===== config.mk =====
export PLATFORM = sky130hd
export DESIGN_NAME = hpi_bus_demux
export DESIGN_NICKNAME = d
export VERILOG_FILES = /design/src/rtl/hpi_bus_demux_pkg.sv /design/src/rtl/hpi_bus_demux_to_cnt.sv /design/src/rtl/hpi_bus_demux.sv
export SDC_FILE = /design/constraint.sdc
export NUM_CORES = 1
export LEC_CHECK = 0
export ABC_AREA = 1
export BUFFER_PORTS_ARGS = -buffer_cell sky130_fd_sc_hd__buf_2
export CORE_ASPECT_RATIO = 0.9
export CORE_MARGIN = 2
export CORE_UTILIZATION = 50
export DETAILED_ROUTE_END_ITERATION = 10
export PLACE_DENSITY_LB_ADDON = 0.25
export SLEW_MARGIN = 10
export SYNTH_ARGS = -nofsm -noshare
export SYNTH_HDL_FRONTEND = slang
export SYNTH_SLANG_ARGS = --single-unit

===== constraint.sdc =====
create_clock -name clks -period 10.3 [get_ports clks]
set_clock_uncertainty 0.2 [all_clocks]
set_input_delay 3.09 -clock clks [delete_from_list [all_inputs] [get_ports clks]]
set_output_delay 3.09 -clock clks [all_outputs]
set_load 0.02 [all_outputs]

===== src/rtl/hpi_bus_demux_pkg.sv =====
// Shared definitions for the HPI register-bus demultiplexer.
package hpi_bus_demux_pkg;

    // Transaction sequencer states.
    typedef enum logic [1:0] {
        ST_IDLE  = 2'd0,
        ST_ISSUE = 2'd1,
        ST_WAIT  = 2'd2,
        ST_DONE  = 2'd3
    } hpi_state_e;

    // Default slave ack timeout, in clock cycles.
    localparam int unsigned HPI_TIMEOUT_CYC_DEF = 256;

    // Default read data returned on timeout or decode error.
    localparam logic [31:0] HPI_ERR_DATA_DEF = 32'hDEAD_BEEF;

    // Width of the saturating error counter.
    localparam int unsigned HPI_CNT_W = 16;

endpackage


===== src/rtl/hpi_bus_demux_to_cnt.sv =====
// Slave ack timeout counter plus the saturating error counter and sticky flag.
module hpi_to_cnt
    import hpi_bus_demux_pkg::*;
#(
    parameter int unsigned TIMEOUT_CYC = HPI_TIMEOUT_CYC_DEF
) (
    input  logic                 clk,
    input  logic                 rst,
    input  logic                 tmo_load,
    input  logic                 tmo_run,
    input  logic                 err_evt,
    input  logic                 to_clr,
    output logic                 tmo_hit,
    output logic [HPI_CNT_W-1:0] to_cnt,
    output logic                 to_err
);

    localparam int unsigned TMO_W = $clog2(TIMEOUT_CYC);

    logic [TMO_W-1:0]     tmo_cnt_q, tmo_cnt_d;
    logic [HPI_CNT_W-1:0] to_cnt_q, to_cnt_d;
    logic                 to_err_q, to_err_d;
    logic [HPI_CNT_W-1:0] cnt_base;

    // Last waiting cycle: the slave still gets this cycle to ack.
    assign tmo_hit = (tmo_cnt_q == TMO_W'(TIMEOUT_CYC - 1));

    // Timeout counter restarts in ISSUE, advances in WAIT; error count saturates
    // and a coincident clear still records the new error.
    always_comb begin
        tmo_cnt_d = tmo_cnt_q;
        if (tmo_load) begin
            tmo_cnt_d = '0;
        end else if (tmo_run) begin
            tmo_cnt_d = tmo_cnt_q + 1'b1;
        end

        cnt_base = to_clr ? '0 : to_cnt_q;
        to_cnt_d = cnt_base;
        to_err_d = to_clr ? 1'b0 : to_err_q;
        if (err_evt) begin
            to_err_d = 1'b1;
            if (cnt_base != '1) begin
                to_cnt_d = cnt_base + 1'b1;
            end
        end
    end

    // State registers.
    always_ff @(posedge clk or posedge rst) begin
        if (rst) begin
            tmo_cnt_q <= '0;
            to_cnt_q  <= '0;
            to_err_q  <= 1'b0;
        end else begin
            tmo_cnt_q <= tmo_cnt_d;
            to_cnt_q  <= to_cnt_d;
            to_err_q  <= to_err_d;
        end
    end

    assign to_cnt = to_cnt_q;
    assign to_err = to_err_q;

endmodule


===== src/rtl/hpi_bus_demux.sv =====
// Decodes single-beat CPU bus requests onto NUM_SLV register slaves, waits for
// the selected slave's ack (or a timeout) and returns a one-cycle completion.
module hpi_bus_demux
    import hpi_bus_demux_pkg::*;
#(
    parameter int unsigned           ADDR_WIDTH  = 32,
    parameter int unsigned           DATA_WIDTH  = 32,
    parameter int unsigned           NUM_SLV     = 4,
    parameter int unsigned           SEL_LSB     = 14,
    parameter int unsigned           TIMEOUT_CYC = HPI_TIMEOUT_CYC_DEF,
    parameter logic [DATA_WIDTH-1:0] ERR_DATA    = DATA_WIDTH'(HPI_ERR_DATA_DEF)
) (
    input  logic                          clks,
    input  logic                          reset,
    input  logic                          cpu_wr,
    input  logic                          cpu_rd,
    input  logic [ADDR_WIDTH-1:0]         cpu_addr,
    input  logic [DATA_WIDTH-1:0]         cpu_data_in,
    output logic [DATA_WIDTH-1:0]         cpu_data_out,
    output logic                          cpu_ack,
    output logic                          cpu_busy,
    output logic [NUM_SLV-1:0]            slv_wr,
    output logic [NUM_SLV-1:0]            slv_rd,
    output logic [SEL_LSB-3:0]            slv_addr,
    output logic [DATA_WIDTH-1:0]         slv_wdata,
    input  logic [NUM_SLV-1:0]            slv_ack,
    input  logic [NUM_SLV*DATA_WIDTH-1:0] slv_rdata,
    input  logic                          to_clr,
    output logic [HPI_CNT_W-1:0]          to_cnt,
    output logic                          to_err
);

    localparam int unsigned SEL_W  = $clog2(NUM_SLV);
    localparam int unsigned HI_LSB = SEL_LSB + SEL_W;

    hpi_state_e            state_q, state_d;
    logic                  is_wr_q, is_wr_d;
    logic [SEL_W-1:0]      sel_q, sel_d;
    logic [SEL_LSB-3:0]    slv_addr_q, slv_addr_d;
    logic [DATA_WIDTH-1:0] slv_wdata_q, slv_wdata_d;
    logic [NUM_SLV-1:0]    slv_wr_q, slv_wr_d;
    logic [NUM_SLV-1:0]    slv_rd_q, slv_rd_d;
    logic                  cpu_ack_q, cpu_ack_d;
    logic                  cpu_busy_q, cpu_busy_d;
    logic [DATA_WIDTH-1:0] cpu_data_q, cpu_data_d;

    logic [SEL_W-1:0]      cpu_sel;
    logic [NUM_SLV-1:0]    cpu_sel_oh;
    logic                  dec_err;
    logic                  sel_ack;
    logic [DATA_WIDTH-1:0] sel_rdata;
    logic                  tmo_load, tmo_run, tmo_hit, err_evt;

    // Region select and decode check on the incoming address; any bit above the
    // select field set means the address maps to no slave.
    assign cpu_sel    = cpu_addr[SEL_LSB +: SEL_W];
    assign cpu_sel_oh = NUM_SLV'(1) << cpu_sel;
    assign dec_err    = |(cpu_addr >> HI_LSB);

    // Only the slave that was strobed can complete the transaction.
    assign sel_ack   = slv_ack[sel_q];
    assign sel_rdata = slv_rdata[sel_q*DATA_WIDTH +: DATA_WIDTH];

    // Sequencer next-state and registered-output logic.
    always_comb begin
        state_d     = state_q;
        is_wr_d     = is_wr_q;
        sel_d       = sel_q;
        slv_addr_d  = slv_addr_q;
        slv_wdata_d = slv_wdata_q;
        slv_wr_d    = '0;
        slv_rd_d    = '0;
        cpu_ack_d   = 1'b0;
        cpu_busy_d  = cpu_busy_q;
        cpu_data_d  = cpu_data_q;
        tmo_load    = 1'b0;
        tmo_run     = 1'b0;
        err_evt     = 1'b0;

        unique case (state_q)
            ST_IDLE: begin
                if (cpu_wr || cpu_rd) begin
                    // Write wins when both pulse together.
                    is_wr_d     = cpu_wr;
                    sel_d       = cpu_sel;
                    slv_addr_d  = cpu_addr[SEL_LSB-1:2];
                    slv_wdata_d = cpu_data_in;
                    cpu_busy_d  = 1'b1;
                    if (dec_err) begin
                        state_d   = ST_DONE;
                        cpu_ack_d = 1'b1;
                        err_evt   = 1'b1;
                        if (!cpu_wr) begin
                            cpu_data_d = ERR_DATA;
                        end
                    end else begin
                        state_d = ST_ISSUE;
                        if (cpu_wr) begin
                            slv_wr_d = cpu_sel_oh;
                        end else begin
                            slv_rd_d = cpu_sel_oh;
                        end
                    end
                end
            end
            ST_ISSUE, ST_WAIT: begin
                tmo_load = (state_q == ST_ISSUE);
                tmo_run  = (state_q == ST_WAIT);
                if (sel_ack) begin
                    state_d   = ST_DONE;
                    cpu_ack_d = 1'b1;
                    if (!is_wr_q) begin
                        cpu_data_d = sel_rdata;
                    end
                end else if (state_q == ST_WAIT && tmo_hit) begin
                    state_d   = ST_DONE;
                    cpu_ack_d = 1'b1;
                    err_evt   = 1'b1;
                    if (!is_wr_q) begin
                        cpu_data_d = ERR_DATA;
                    end
                end else begin
                    state_d = ST_WAIT;
                end
            end
            ST_DONE: begin
                state_d    = ST_IDLE;
                cpu_busy_d = 1'b0;
            end
            default: begin
                state_d    = ST_IDLE;
                cpu_busy_d = 1'b0;
            end
        endcase
    end

    // Sequencer and output registers.
    always_ff @(posedge clks or posedge reset) begin
        if (reset) begin
            state_q     <= ST_IDLE;
            is_wr_q     <= 1'b0;
            sel_q       <= '0;
            slv_addr_q  <= '0;
            slv_wdata_q <= '0;
            slv_wr_q    <= '0;
            slv_rd_q    <= '0;
            cpu_ack_q   <= 1'b0;
            cpu_busy_q  <= 1'b0;
            cpu_data_q  <= '0;
        end else begin
            state_q     <= state_d;
            is_wr_q     <= is_wr_d;
            sel_q       <= sel_d;
            slv_addr_q  <= slv_addr_d;
            slv_wdata_q <= slv_wdata_d;
            slv_wr_q    <= slv_wr_d;
            slv_rd_q    <= slv_rd_d;
            cpu_ack_q   <= cpu_ack_d;
            cpu_busy_q  <= cpu_busy_d;
            cpu_data_q  <= cpu_data_d;
        end
    end

    hpi_to_cnt #(
        .TIMEOUT_CYC (TIMEOUT_CYC)
    ) u_to_cnt (
        .clk      (clks),
        .rst      (reset),
        .tmo_load (tmo_load),
        .tmo_run  (tmo_run),
        .err_evt  (err_evt),
        .to_clr   (to_clr),
        .tmo_hit  (tmo_hit),
        .to_cnt   (to_cnt),
        .to_err   (to_err)
    );

    assign cpu_data_out = cpu_data_q;
    assign cpu_ack      = cpu_ack_q;
    assign cpu_busy     = cpu_busy_q;
    assign slv_wr       = slv_wr_q;
    assign slv_rd       = slv_rd_q;
    assign slv_addr     = slv_addr_q;
    assign slv_wdata    = slv_wdata_q;

endmodule

==> flow_summary.rst <==
.. list-table::
   :header-rows: 1

   * - Metric
     - Value
   * - Status
     - completed
   * - Number of nets with antenna violations after routing
     - 0
   * - Master cell of the clock root buffer
     - sky130_fd_sc_hd__clkbuf_16
   * - Final core area utilization
     - 0.6664
   * - Setup fix buffers added after clock tree synthesis
     - 0
   * - Number of nets produced by synthesis
     - 1184
   * - Wire per inst
     - roughly 14 µm
   * - Met2 wire length
     - between 9000 and 10000 µm
   * - Antenna violations before repair
     - 0
   * - Number of vias after detailed routing
     - ~7.4k
   * - Detailed-route wire length on metal 1
     - around 9000 µm
   * - Number of nets in the finished design
     - around 1.5k
   * - Quantity of I/O buffers inserted on ports
     - between 300 and 400
   * - Die Y-Extent
     - about 110 µm
   * - Share of cells above drive strength 1
     - 0.3022
   * - Peak VDD IR
     - 252.4 µV
   * - GRT overflow
     - 0
   * - Most frequent cells in the layout
     - sky130_fd_sc_hd__nand2_1 (505), sky130_fd_sc_hd__buf_2 (301), sky130_fd_sc_hd__dfrtp_1 (115), sky130_fd_sc_hd__nand3_1 (88), sky130_fd_sc_hd__nor2_1 (60)
   * - Number of CTS-inserted buffers
     - 17
   * - Power per unit of standard cell area
     - around 300 nW/µm²
   * - Worst-case clock buffer depth
     - 2
   * - Clock latency reported for the late side of the worst-skew pair
     - between 400 and 500 ps
   * - Proportion of synthesized chip area in sequential cells
     - 0.4310
   * - Cells after Synth
     - roughly 980
   * - Pin count of the biggest net entering global routing
     - 83
   * - Nature of the critical path startpoint
     - input pin
   * - Top-level I/O count
     - roughly 300
   * - Unique cell type count in the Yosys netlist
     - 29
   * - Maximum achievable frequency
     - ~200 MHz
   * - TNS Setup
     - 0 ps
   * - Cell types occupying the most area after synthesis
     - sky130_fd_sc_hd__dfrtp_1 (43%), sky130_fd_sc_hd__nand2_1 (28%), sky130_fd_sc_hd__nand3_1 (6.5%), sky130_fd_sc_hd__nand4_1 (3.7%), sky130_fd_sc_hd__nor2_1 (3.3%)
   * - Level count of the clock H-tree
     - 4
   * - Portion of synthesized cell area occupied by the leading cell type
     - 0.4310
   * - Most frequent standard cell in the layout excluding fill and tap cells
     - sky130_fd_sc_hd__nand2_1
   * - Vias per inst
     - 5.191
   * - Highest routing layer actually used
     - met4
   * - Unrepaired setup endpoints after global routing
     - false
   * - Diodes inserted
     - 0
   * - First-pass iteration count of the detailed router
     - 5
   * - Classification of the worst-slack hold path
     - flip-flop to flip-flop
   * - RD Place Congestion
     - 0.9281
   * - Layout fillers
     - 1234
   * - Clock edge transition at the registers on the reported setup and hold paths
     - around 60 ps
   * - Flip-flop and latch count after synthesis
     - 116
   * - Count of instances resized after the clock tree is built
     - 0
   * - Global-route total usage across every layer
     - 0.2920
   * - Final Cycle Share
     - 0.4923
   * - Capturing element type of the critical path
     - flip-flop
   * - Number of synthesis warnings
     - 0
   * - CTS tree
     - done
   * - Site row count
     - 40
   * - Actual transition at the worst max-transition pin
     - approximately 1000 ps
   * - Maximum Capacitance Violations
     - 0
   * - CTS Hold Buffers Added
     - 0
   * - Vias in the first global route
     - 6872
   * - Post-synthesis cell type with the largest combined area
     - sky130_fd_sc_hd__dfrtp_1
   * - Area added between synthesis and finish
     - 31.23%
   * - Arrival @ worst endpoint
     - between 5000 and 6000 ps
   * - Critical-path maximum fanout
     - 33
   * - Area of the placeable core
     - about 13000 µm²
   * - Number of setup violations in the final report
     - 0
   * - Horizontal extent of the die
     - 126.3 µm
   * - Post-layout minimum cycle time
     - ~5100 ps
   * - Summed instance area of the synthesized netlist
     - 6735 µm²
   * - Worst rel slew slack
     - 0.3200
   * - Fin. max-slew vios
     - 0
   * - Clock net sink count
     - around 120
   * - Setup CP Type
     - input pin to flip-flop
   * - Data required time of the critical path
     - about 10000 ps
   * - Met3 Wirelength
     - between 1500 and 2000 µm
   * - Final hold violation count
     - 0
   * - Cell leakage power
     - around 5.2 nW
   * - Half-perimeter wire length after detailed placement
     - ~15000 µm
   * - Post-Synthesis Mean Instance Area
     - 6.901 µm²
   * - Total Routed Length
     - 20760 µm
   * - First-pass GRT wire length
     - 33690 µm
   * - DRC
     - 0
   * - Drt initial violations
     - 661
   * - Effective utilization at floorplan
     - 0.5078
   * - Die area
     - 14420 µm²
path summary, 6_finish.rpt:
| kind | from | endpoint | slack, ps | cells past startpoint |
|---|---|---|---|---|
| worst max-delay path | slv_ack[0] | cpu_data_out[8] | 5230 | 9 |
| worst min-delay path | slv_addr[1] | slv_addr[1] | 260 | 2 |
| worst max register to register | sel_q[0] | cpu_data_out[8] | 6940 | 10 |
| worst min register to register | slv_addr[1] | slv_addr[1] | 260 | 2 |
| max in group asynchronous | reset | sel_q[0] | 5980 | 3 |
| min in group asynchronous | reset | u_to_cnt.to_cnt[11] | 2490 | 2 |
registers in the layout, summed over array words and instances, names as in the netlist:
signal,count
slv_wr,4
state_q,2
u_to_cnt.to_err,1
cpu_busy,1
u_to_cnt.to_cnt,16
cpu_data_out,32
sel_q,2
slv_wdata,32
cpu_ack,1
u_to_cnt.tmo_cnt_q,8
slv_addr,12
slv_rd,4
is_wr_q,1
routing by layer:
layer / GRT usage / up-vias
met1: 0.3969 / 3442
met3: 0.08785 / 34
met5: 0 / -
met2: 0.4524 / 320
li1: - / 3637
met4: 0.09231 / 0
kinds of logic (layout without fill, tap and decap cells):
family / count (synthesis) / count (layout) / share of synthesized area
simple gates: 726 / 726 / 0.4681
compound gates: 25 / 25 / 0.01951
fa+ha+maj: 7 / 7 / 0.01300
flops: 116 / 116 / 0.4310
mux: 1 / 1 / 0.001486
buf+inv: 101 / 389 / 0.06688
worst max-delay path: stages:
cell and delay (ps):
sky130_fd_sc_hd__buf_2 100, sky130_fd_sc_hd__nand2_1 90, sky130_fd_sc_hd__nand3_2 120, sky130_fd_sc_hd__nand2_1 140
sky130_fd_sc_hd__nand2_1 90, sky130_fd_sc_hd__nand3_2 500, sky130_fd_sc_hd__nand3_2 710, sky130_fd_sc_hd__nand2_1 240
sky130_fd_sc_hd__nand2_1 70
layout make-up:
class	instances	area, µm²	share of cell area
repair buffers	307	1551	0.1755
well taps	168	210.2	0.02378
clock inverters	14	155.1	0.01755
inverters	50	191.4	0.02166
clock buffers	18	439.2	0.04969
flip-flops and latches	116	2904	0.3286
multi-input cells	759	3387	0.3832
metrics by stage:
stage	setup slack [ps]	total power (W)	hold slack (ps)	area (µm²)	std cells
final	5229	0.002695	263.0	8838	1432
after global routing	4984	0.002922	286.9	8838	1432
after CTS	5268	0.002708	267.5	8838	1432
after detailed placement	4841	0.002113	252.8	8244	1400
after global placement	4894	0.002086	249.5	8244	1400
after floorplan	3938	0.001728	277.2	6735	976
cell usage after synthesis:
cell and instances:
sky130_fd_sc_hd__a21boi_0 1, sky130_fd_sc_hd__a21oi_1 6, sky130_fd_sc_hd__a31oi_1 1, sky130_fd_sc_hd__and3b_1 1, sky130_fd_sc_hd__buf_1 1, sky130_fd_sc_hd__buf_2 29
sky130_fd_sc_hd__buf_4 1, sky130_fd_sc_hd__buf_6 4, sky130_fd_sc_hd__clkbuf_1 16, sky130_fd_sc_hd__clkinv_1 1, sky130_fd_sc_hd__clkinv_2 1, sky130_fd_sc_hd__dfrtp_1 116
sky130_fd_sc_hd__ha_1 7, sky130_fd_sc_hd__inv_1 40, sky130_fd_sc_hd__inv_2 8, sky130_fd_sc_hd__mux2i_1 1, sky130_fd_sc_hd__nand2_1 505, sky130_fd_sc_hd__nand2_2 3
sky130_fd_sc_hd__nand2_4 3, sky130_fd_sc_hd__nand3_1 88, sky130_fd_sc_hd__nand3_2 14, sky130_fd_sc_hd__nand3_4 4, sky130_fd_sc_hd__nand4_1 40, sky130_fd_sc_hd__nor2_1 60
sky130_fd_sc_hd__nor2_2 2, sky130_fd_sc_hd__nor2_4 4, sky130_fd_sc_hd__o211ai_1 1, sky130_fd_sc_hd__o21ai_0 16, sky130_fd_sc_hd__or2_2 2
where the power goes:
group | internal (W) | switching (W)
Combinational | 0.000421 | 0.000962
Sequential | 0.000634 | 0.0000922
Clock | 0.000364 | 0.000223
Total | 0.00142 | 0.00128
Power figures use the tool's default switching activity.
